===== src/rtl/timer_pkg.sv =====
// Shared register map, CTRL field layout and FSM encoding for the bus timer.
package timer_pkg;

    localparam int CTRL_W = 4;

    localparam logic [1:0] TIMER_CTRL   = 2'b00;
    localparam logic [1:0] TIMER_PRESET = 2'b01;
    localparam logic [1:0] TIMER_COUNT  = 2'b10;

    localparam int EN_BIT   = 0;
    localparam int MODE_LSB = 1;
    localparam int IM_BIT   = 3;

    localparam logic [1:0] MODE_ONESHOT = 2'b00;
    localparam logic [1:0] MODE_RELOAD  = 2'b01;

    typedef enum logic [1:0] {
        IDLE = 2'b00,
        LOAD = 2'b01,
        CNT  = 2'b10,
        INT  = 2'b11
    } timer_state_e;

    // Mode 1x is deliberately folded into one-shot.
    function automatic logic is_reload(input logic [CTRL_W-1:0] ctrl);
        return ctrl[MODE_LSB +: 2] == MODE_RELOAD;
    endfunction

endpackage


===== src/rtl/timer_dev.sv =====
// Programmable down-counting timer on the processor bus; one-shot or
// auto-reload, with a maskable interrupt flag feeding one HWInt line.
module timer_dev
    import timer_pkg::*;
#(
    parameter int CNT_W = 32,
    parameter int OFF_W = 4
) (
    input  logic             clk,
    input  logic             reset,
    input  logic             sel,
    input  logic [OFF_W-1:0] PrAddr,
    input  logic             PrWE,
    input  logic [3:0]       PrBE,
    input  logic [31:0]      PrWD,
    output logic [31:0]      PrRD,
    output logic             irq
);

    logic [CTRL_W-1:0] ctrl_reg;
    logic [CNT_W-1:0]  preset_reg;
    logic [CNT_W-1:0]  count_reg;
    timer_state_e      state_reg;
    logic              int_flag_reg;

    logic [1:0]        reg_sel;
    logic              wr_en;
    logic              wr_ctrl;
    logic              wr_preset;
    logic [31:0]       rd_data;

    assign reg_sel   = PrAddr[3:2];
    assign wr_en     = sel && PrWE && (PrBE == 4'hF) && (PrAddr[1:0] == 2'b00);
    assign wr_ctrl   = wr_en && (reg_sel == TIMER_CTRL);
    assign wr_preset = wr_en && (reg_sel == TIMER_PRESET);

    always_comb begin
        rd_data = '0;
        if (sel) begin
            case (reg_sel)
                TIMER_CTRL:   rd_data[CTRL_W-1:0] = ctrl_reg;
                TIMER_PRESET: rd_data[CNT_W-1:0]  = preset_reg;
                TIMER_COUNT:  rd_data[CNT_W-1:0]  = count_reg;
                default:      rd_data = '0;
            endcase
        end
    end

    assign PrRD = rd_data;
    assign irq  = int_flag_reg & ctrl_reg[IM_BIT];

    // Register file and FSM share one process so that a software CTRL write
    // can override the hardware EN clear and the flag set in the same cycle.
    always_ff @(posedge clk or negedge reset) begin
        if (!reset) begin
            ctrl_reg     <= {1'b0, MODE_ONESHOT, 1'b0};
            preset_reg   <= '0;
            count_reg    <= '0;
            state_reg    <= IDLE;
            int_flag_reg <= 1'b0;
        end else begin
            case (state_reg)
                IDLE: begin
                    if (ctrl_reg[EN_BIT]) begin
                        state_reg <= LOAD;
                    end
                end
                LOAD: begin
                    count_reg <= preset_reg;
                    state_reg <= CNT;
                end
                CNT: begin
                    if (!ctrl_reg[EN_BIT]) begin
                        state_reg <= IDLE;
                    end else if (count_reg > CNT_W'(1)) begin
                        count_reg <= count_reg - CNT_W'(1);
                    end else begin
                        // Flag rises on entry so it is high during the INT cycle.
                        count_reg    <= '0;
                        state_reg    <= INT;
                        int_flag_reg <= 1'b1;
                    end
                end
                INT: begin
                    if (is_reload(ctrl_reg)) begin
                        int_flag_reg <= 1'b0;
                        state_reg    <= LOAD;
                    end else begin
                        ctrl_reg[EN_BIT] <= 1'b0;
                        state_reg        <= IDLE;
                    end
                end
                default: state_reg <= IDLE;
            endcase

            // Any CTRL write acknowledges the interrupt, whatever the data.
            if (wr_ctrl) begin
                ctrl_reg     <= PrWD[CTRL_W-1:0];
                int_flag_reg <= 1'b0;
            end
            if (wr_preset) begin
                preset_reg <= PrWD[CNT_W-1:0];
            end
        end
    end

endmodule


===== config.mk =====
export PLATFORM = sky130hd
export DESIGN_NAME = timer_dev
export DESIGN_NICKNAME = d
export VERILOG_FILES = /design/src/rtl/timer_pkg.sv /design/src/rtl/timer_dev.sv
export SDC_FILE = /design/constraint.sdc
export NUM_CORES = 1
export LEC_CHECK = 0
export BUFFER_PORTS_ARGS = -buffer_cell sky130_fd_sc_hd__buf_2
export CAP_MARGIN = 20
export CORE_AREA = 2 2 92 94
export DETAILED_ROUTE_END_ITERATION = 10
export DIE_AREA = 0 0 94 96
export PLACE_DENSITY = 0.86
export SLEW_MARGIN = 20
export SYNTH_ARGS = -nofsm -noshare
export SYNTH_HDL_FRONTEND = slang
export SYNTH_SLANG_ARGS = --single-unit

===== constraint.sdc =====
create_clock -name clk -period 7.15 [get_ports clk]
set_clock_uncertainty 0.05 [all_clocks]
set_input_delay 0.715 -clock clk [delete_from_list [all_inputs] [get_ports clk]]
set_output_delay 0.715 -clock clk [all_outputs]
set_load 0.03 [all_outputs]

==> out/results.ini, run 1 <==
[outcome]
status = complete, no violations

[critical_path]
critPathLaunch = count_reg[8]$_DFFE_PN0P_
end_kind = register
r2r_start = count_reg[8]$_DFFE_PN0P_
cp.required_ps = 7350
path_class = reg2reg
arrival_ps = 3840
startpoint_type = register
critPathMaxFanout = 16

[floorplanning]
fp-row-count = 33
ioPinCount = 77
dieHeight_um = 96
die_area_sq_mm = 0.00902
start_util = 0.532
die_x_um = 94
fp.coreArea_sq_mm = 0.00805

[cts]
clk_pin_slew_ps = 80
cts_tree = built
htreeDepth = 3
hold_buffers = 0
numCtsBuffers = 9
cts_setup_buffers = 0
cts.sinks = 71
clk_latency_ps = 360
cts_resized = 0
ctsLongestPathBuffers = 2
cts_root_buffer = clkbuf_8

[global_route]
gr-total-overflow = 0
grt_pass1_vias = 3799
grt_max_degree = 72
grt_pass1_wl_um = 18500
grt_util_all_layers = 0.261
antenna_found_initial = 0

[place]
portBuffers = 76
placed_area_sq_mm = 0.00466
gp_congestion = 0.914
dp_hpwl_um = 7660

[route]
drcViolationCount = 0
drt_iter0_drc = 412
firstDrtPassIters = 6
wl_per_cell_um = 18.4
finalWirelength_um = 11400
ant_nets = 0
vias_per_cell = 6.52
dr_total_vias = 4021

[synthesis]
synth_edf_count = 0
synth_top_cell_area_share = 0.415
synth.area.top_cells = dfrtp_1 (41%), mux2_2 (9.2%), a22oi_1 (6.7%)
synth-async-reset-ratio = 1.00
avgSynthCellArea_sq_um = 9.42
synthFlopType = dfrtp_1
ys_ff_latch = 71
seq_area_frac_synth = 0.415
ys_warn_count = 0
ys_types = 53
netlist_area_sq_mm = 0.00428
syn-num-nets = 505
netlist_instances = 455
yosys.area.top_type = dfrtp_1

[sta]
setup_viol = 0
fmax_mhz = 274
slew_viol_final = 0
rsz0062_at_grt = false
slew_headroom = 0.319
final_hold_viol_count = 0
period_share = 0.510
post-route-min-period_ps = 3650
setup_tns_ps = 0
tightest_slew_ps = 1020

[pwr]
irDropWorstVdd_uv = 141
p_per_area_mw_per_mm2 = 239
p_leak_uw = 0.00225

[layout]
multiInputGateArea_sq_mm = 0.00229
nets = 557
final_cell_area_sq_mm = 0.00488
area.growth.synth_to_final_pct = 13.9
n_fill_cell = 697
regArea_sq_mm = 0.00178
n_antenna_cell = 0
drive_gt1_frac = 0.287

[min_path]
hold_class = reg2reg
min_from = count_reg[13]$_DFFE_PN0P_

[run]
drv_cap = 0

## critical path: stages (launching register included)
cell and delay, ps:
dfrtp_1 460, nor4_1 690, nand4_1 670, nor4b_4 930, buf_4 370, o21ai_0 120
a22o_1 240
## through the flow
step           total power [uW]  std cells   util  setup slack, ps  hold slack (ps)
2_1_floorplan               728        455      -             4480              369
3_3_place_gp                805        601  0.579             3580              456
3_5_place_dp                813        601  0.579             3650              458
4_1_cts                    1160        617  0.606             3620              477
5_1_grt                    1220        617  0.606             3210              505
6_report                   1170        617  0.606             3500              481
## layout by cell type (no fill, tap or decap), types with 3 or more instances in the layout
master and count:
ha_1 4, nor2_1 48, or3_1 3, clkbuf_8 12, a222oi_1 4, nor3_1 13
o22ai_1 5, a21oi_1 4, dfrtp_1 71, a31o_2 3, a31oi_1 8, a22oi_1 38
nand4_1 9, nand3_1 13, inv_1 11, nor2b_1 3, o21ai_0 8, o221ai_1 7
a22o_1 8, o211ai_1 3, nand2_1 37, o41a_1 3, mux2_2 35, or4_1 7
o31ai_1 16, o41ai_1 7, buf_2 76, nor4_1 12, buf_4 6
## cell families after synthesis
| logic type | share of synthesized area |
|---|---|
| buf+inv | 0.0537 |
| mux | 0.0920 |
| compound gates | 0.230 |
| flops | 0.415 |
| simple gates | 0.192 |
| fa+ha+maj | 0.0175 |
## per-layer routing
| layer | share of wire | vias to the layer above | global-route usage |
|---|---|---|---|
| met5 | 0 | - | 0 |
| met4 | 0.015 | 0 | 0.100 |
| met3 | 0.074 | 16 | 0.0486 |
| met2 | 0.48 | 202 | 0.415 |
| met1 | 0.43 | 1953 | 0.355 |
| li1 | - | 1850 | - |
## worst paths after layout
kind                       slack [ps]  depth (start not counted)                    endpoint
hold reg to reg                   480                          1   count_reg[13]$_DFFE_PN0P_
min in group asynchronous         510                          2  preset_reg[17]$_DFFE_PN0P_
setup reg to reg                 3500                          6   count_reg[22]$_DFFE_PN0P_
setup / recovery                 3500                          6   count_reg[22]$_DFFE_PN0P_
max in group asynchronous        5970                          2   preset_reg[0]$_DFFE_PN0P_
hold / removal                    480                          1   count_reg[13]$_DFFE_PN0P_
## cell type report
class	instances	share of cell area
Clock inverter	4	0.0105
Timing Repair Buffer	82	0.0872
Sequential cell	71	0.364
Inverter	11	0.00846
Tap cell	105	0.0269
Clock buffer	12	0.0338
Multi-Input combinational cell	332	0.469
## cell usage after synthesis (4+ instances only)
cell type  number
dfrtp_1        71
nor2_1         48
a22oi_1        38
nand2_1        37
mux2_2         35
clkbuf_1       30
o31ai_1        16
nand3_1        13
nor3_1         13
nor4_1         12
inv_1          11
nand4_1         9
a22o_1          8
a31oi_1         8
o21ai_0         8
o221ai_1        7
o41ai_1         7
or4_1           7
ha_1            6
a21oi_1         5
o22ai_1         5
a222oi_1        4
buf_2           4
buf_6           4
## power by group
group	switching, uW	leakage, uW	internal, uW
logic	267	0.00116	108
registers	22.5	0.000978	419
clock network	158	0.000109	190
total	447	0.00225	718
Power figures use the tool's default switching activity.
==> run 2, diff against run 1 <==
Settings changed: CORE_AREA 2 2 92 94 to 2 2 95 97, DIE_AREA 0 0 94 96 to 0 0 97 99, PLACE_DENSITY 0.86 to 0.85.
Clock period 7.15 ns to 3.29 ns, I/O delays scaled along.
==> run 2 against run 1 <==
Effect of this change:
- die area is 6.4% higher
- worst setup slack worse by 2900 ps
- global-route usage is 0.45 points lower
- final cell count is 3.2% higher
- sequential share of layout area is 0.70 points lower
- final area is 2.0% higher
- first-iteration DRC count is 12% lower
==> out/results.ini, run 2 (synthesis gave the netlist of run 1 again) <==
[sta]
period_share = 0.818  ; +0.308
slew_viol_final = 0  ; unchanged
fmax_mhz = 371  ; +35%
slew_headroom = 0.282  ; -0.0373
setup_viol = 0  ; unchanged
rsz0062_at_grt = false
tightest_slew_ps = 1070  ; +55.8 ps
holdWs_ps = 148  ; -333 ps
worst_slack_ps = 597  ; -2900 ps
post-route-min-period_ps = 2690  ; -955 ps
setup_tns_ps = 0  ; unchanged
final_hold_viol_count = 0  ; unchanged

[min_path]
min_from = PrWD[25]
min_to = preset_reg[25]$_DFFE_PN0P_
min_delay_path_depth = 2  ; +1
hold_class = in2reg

[critical_path]
path_class = reg2reg
cpLargestDelayFamily = simple AND/OR/NAND/NOR gates
cp.required_ps = 3440  ; -3910 ps
rr_endpoint = count_reg[15]$_DFFE_PN0P_
startpoint_type = register
worst-path-buf-inv = 1  ; unchanged
slowest_delay_ps = 640  ; -290 ps
worst-r2r-cell-count = 6  ; unchanged
crit_chain = or4_1, nor4_1, nand4b_1, buf_4, nand2_1, o221ai_1
critPathMaxFanout = 10  ; -6
r2r_start = count_reg[24]$_DFFE_PN0P_
arrival_ps = 2850  ; -990 ps
slowest_stage = or4_1
reg2reg_slack_ps = 600  ; -2900 ps
end_kind = register

[floorplanning]
die_area_sq_mm = 0.00960  ; +6.4%
dieHeight_um = 99  ; +3.1%
fp.coreArea_sq_mm = 0.00855  ; +6.2%
start_util = 0.501  ; -0.0311
die_x_um = 97  ; +3.2%
fp-row-count = 34  ; +3.0%
ioPinCount = 77  ; unchanged

[pwr]
p_per_area_mw_per_mm2 = 510  ; +110%
irDropWorstVdd_uv = 266  ; +89%
p_leak_uw = 0.00232  ; +3.1%

[cts]
numCtsBuffers = 9  ; unchanged
clk_latency_ps = 350  ; about the same
htreeDepth = 3  ; unchanged
cts_root_buffer = clkbuf_8
cts_tree = built
cts.sinks = 71  ; unchanged
ctsLongestPathBuffers = 2  ; unchanged
clk_pin_slew_ps = 80  ; about the same
cts_setup_buffers = 0  ; unchanged

[layout]
utilization = 0.582  ; -0.0241
layout_common_cells = buf_2 (76), dfrtp_1 (71), nor2_1 (48)
nets = 575  ; +3.2%
n_antenna_cell = 0  ; unchanged
area.growth.synth_to_final_pct = 16.2
layout_commonest_cell = buf_2
drive_gt1_frac = 0.299  ; +0.0116

[global_route]
antenna_found_initial = 0  ; unchanged
gr-total-overflow = 0  ; unchanged
grt_pass1_vias = 4058  ; +6.8%
grt_pass1_wl_um = 20200  ; +9.3%
grt_util_all_layers = 0.256  ; -0.00447
grt_max_degree = 47  ; -35%

[place]
place_ws_ps = 652  ; -3000 ps
portBuffers = 76  ; unchanged
gp_congestion = 0.931  ; +1.8%
dp_hpwl_um = 8410  ; +9.8%

[route]
finalWirelength_um = 12100  ; +6.2%
firstDrtPassIters = 9  ; +3
ant_nets = 0  ; unchanged
drt_iter0_drc = 361  ; -12%
wl_per_cell_um = 18.9  ; +2.9%
vias_per_cell = 6.52  ; about the same
dr_total_vias = 4155  ; +3.3%
drcViolationCount = 0  ; unchanged

[run]
drv_cap = 0  ; unchanged

[outcome]
status = complete, no violations

## run 2: timing repair
item | in CTS | in global routing
resized for setup | 0 | 0
endpoints found under the hold margin | 20 | 0
hold buffers | 1 | 0
## run 2: per-stage QoR
step | instances | area (sq um) | total power [uW]
after floorplan | 455 | 4280 | 1580
after global placement | 621 | 4790 | 1850
after detailed placement | 621 | 4790 | 1860
after CTS | 637 | 4980 | 2520
after global routing | 637 | 4980 | 2660
final | 637 | 4980 | 2540
## run 2: report_power, final
group	internal [uW]	switching [uW]
logic	306	615
clock network	333	320
registers	912	52.4
total	1550	987
## run 2: area by class of cell
cell class	count	area, sq um
inverters	11	41.3
repair buffers	100	563
flip-flops and latches	71	1780
well taps	108	135
clock buffers	15	176
fillers	756	3570
multi-input cells	332	2280
## run 2: worst max-delay path by stage
stage | startpoint | to | slack (ps) | cells after the start
after floorplan | count_reg[16]$_DFFE_PN0P_ | count_reg[9]$_DFFE_PN0P_ | 780 | 10
final | count_reg[24]$_DFFE_PN0P_ | count_reg[15]$_DFFE_PN0P_ | 600 | 6
after global placement | count_reg[0]$_DFFE_PN0P_ | count_reg[21]$_DFFE_PN0P_ | 610 | 5
after CTS | count_reg[24]$_DFFE_PN0P_ | count_reg[15]$_DFFE_PN0P_ | 630 | 6
after detailed placement | count_reg[25]$_DFFE_PN0P_ | count_reg[15]$_DFFE_PN0P_ | 650 | 6
after global routing | count_reg[25]$_DFFE_PN0P_ | count_reg[15]$_DFFE_PN0P_ | 430 | 6
## run 2: metal layers
metal / routed length, um / share of wire / GRT usage
met2: 5740 / 0.48 / 0.411
met4: 240 / 0.020 / 0.0888
met3: 816 / 0.068 / 0.0489
met5: 0 / 0 / 0
met1: 5260 / 0.44 / 0.350
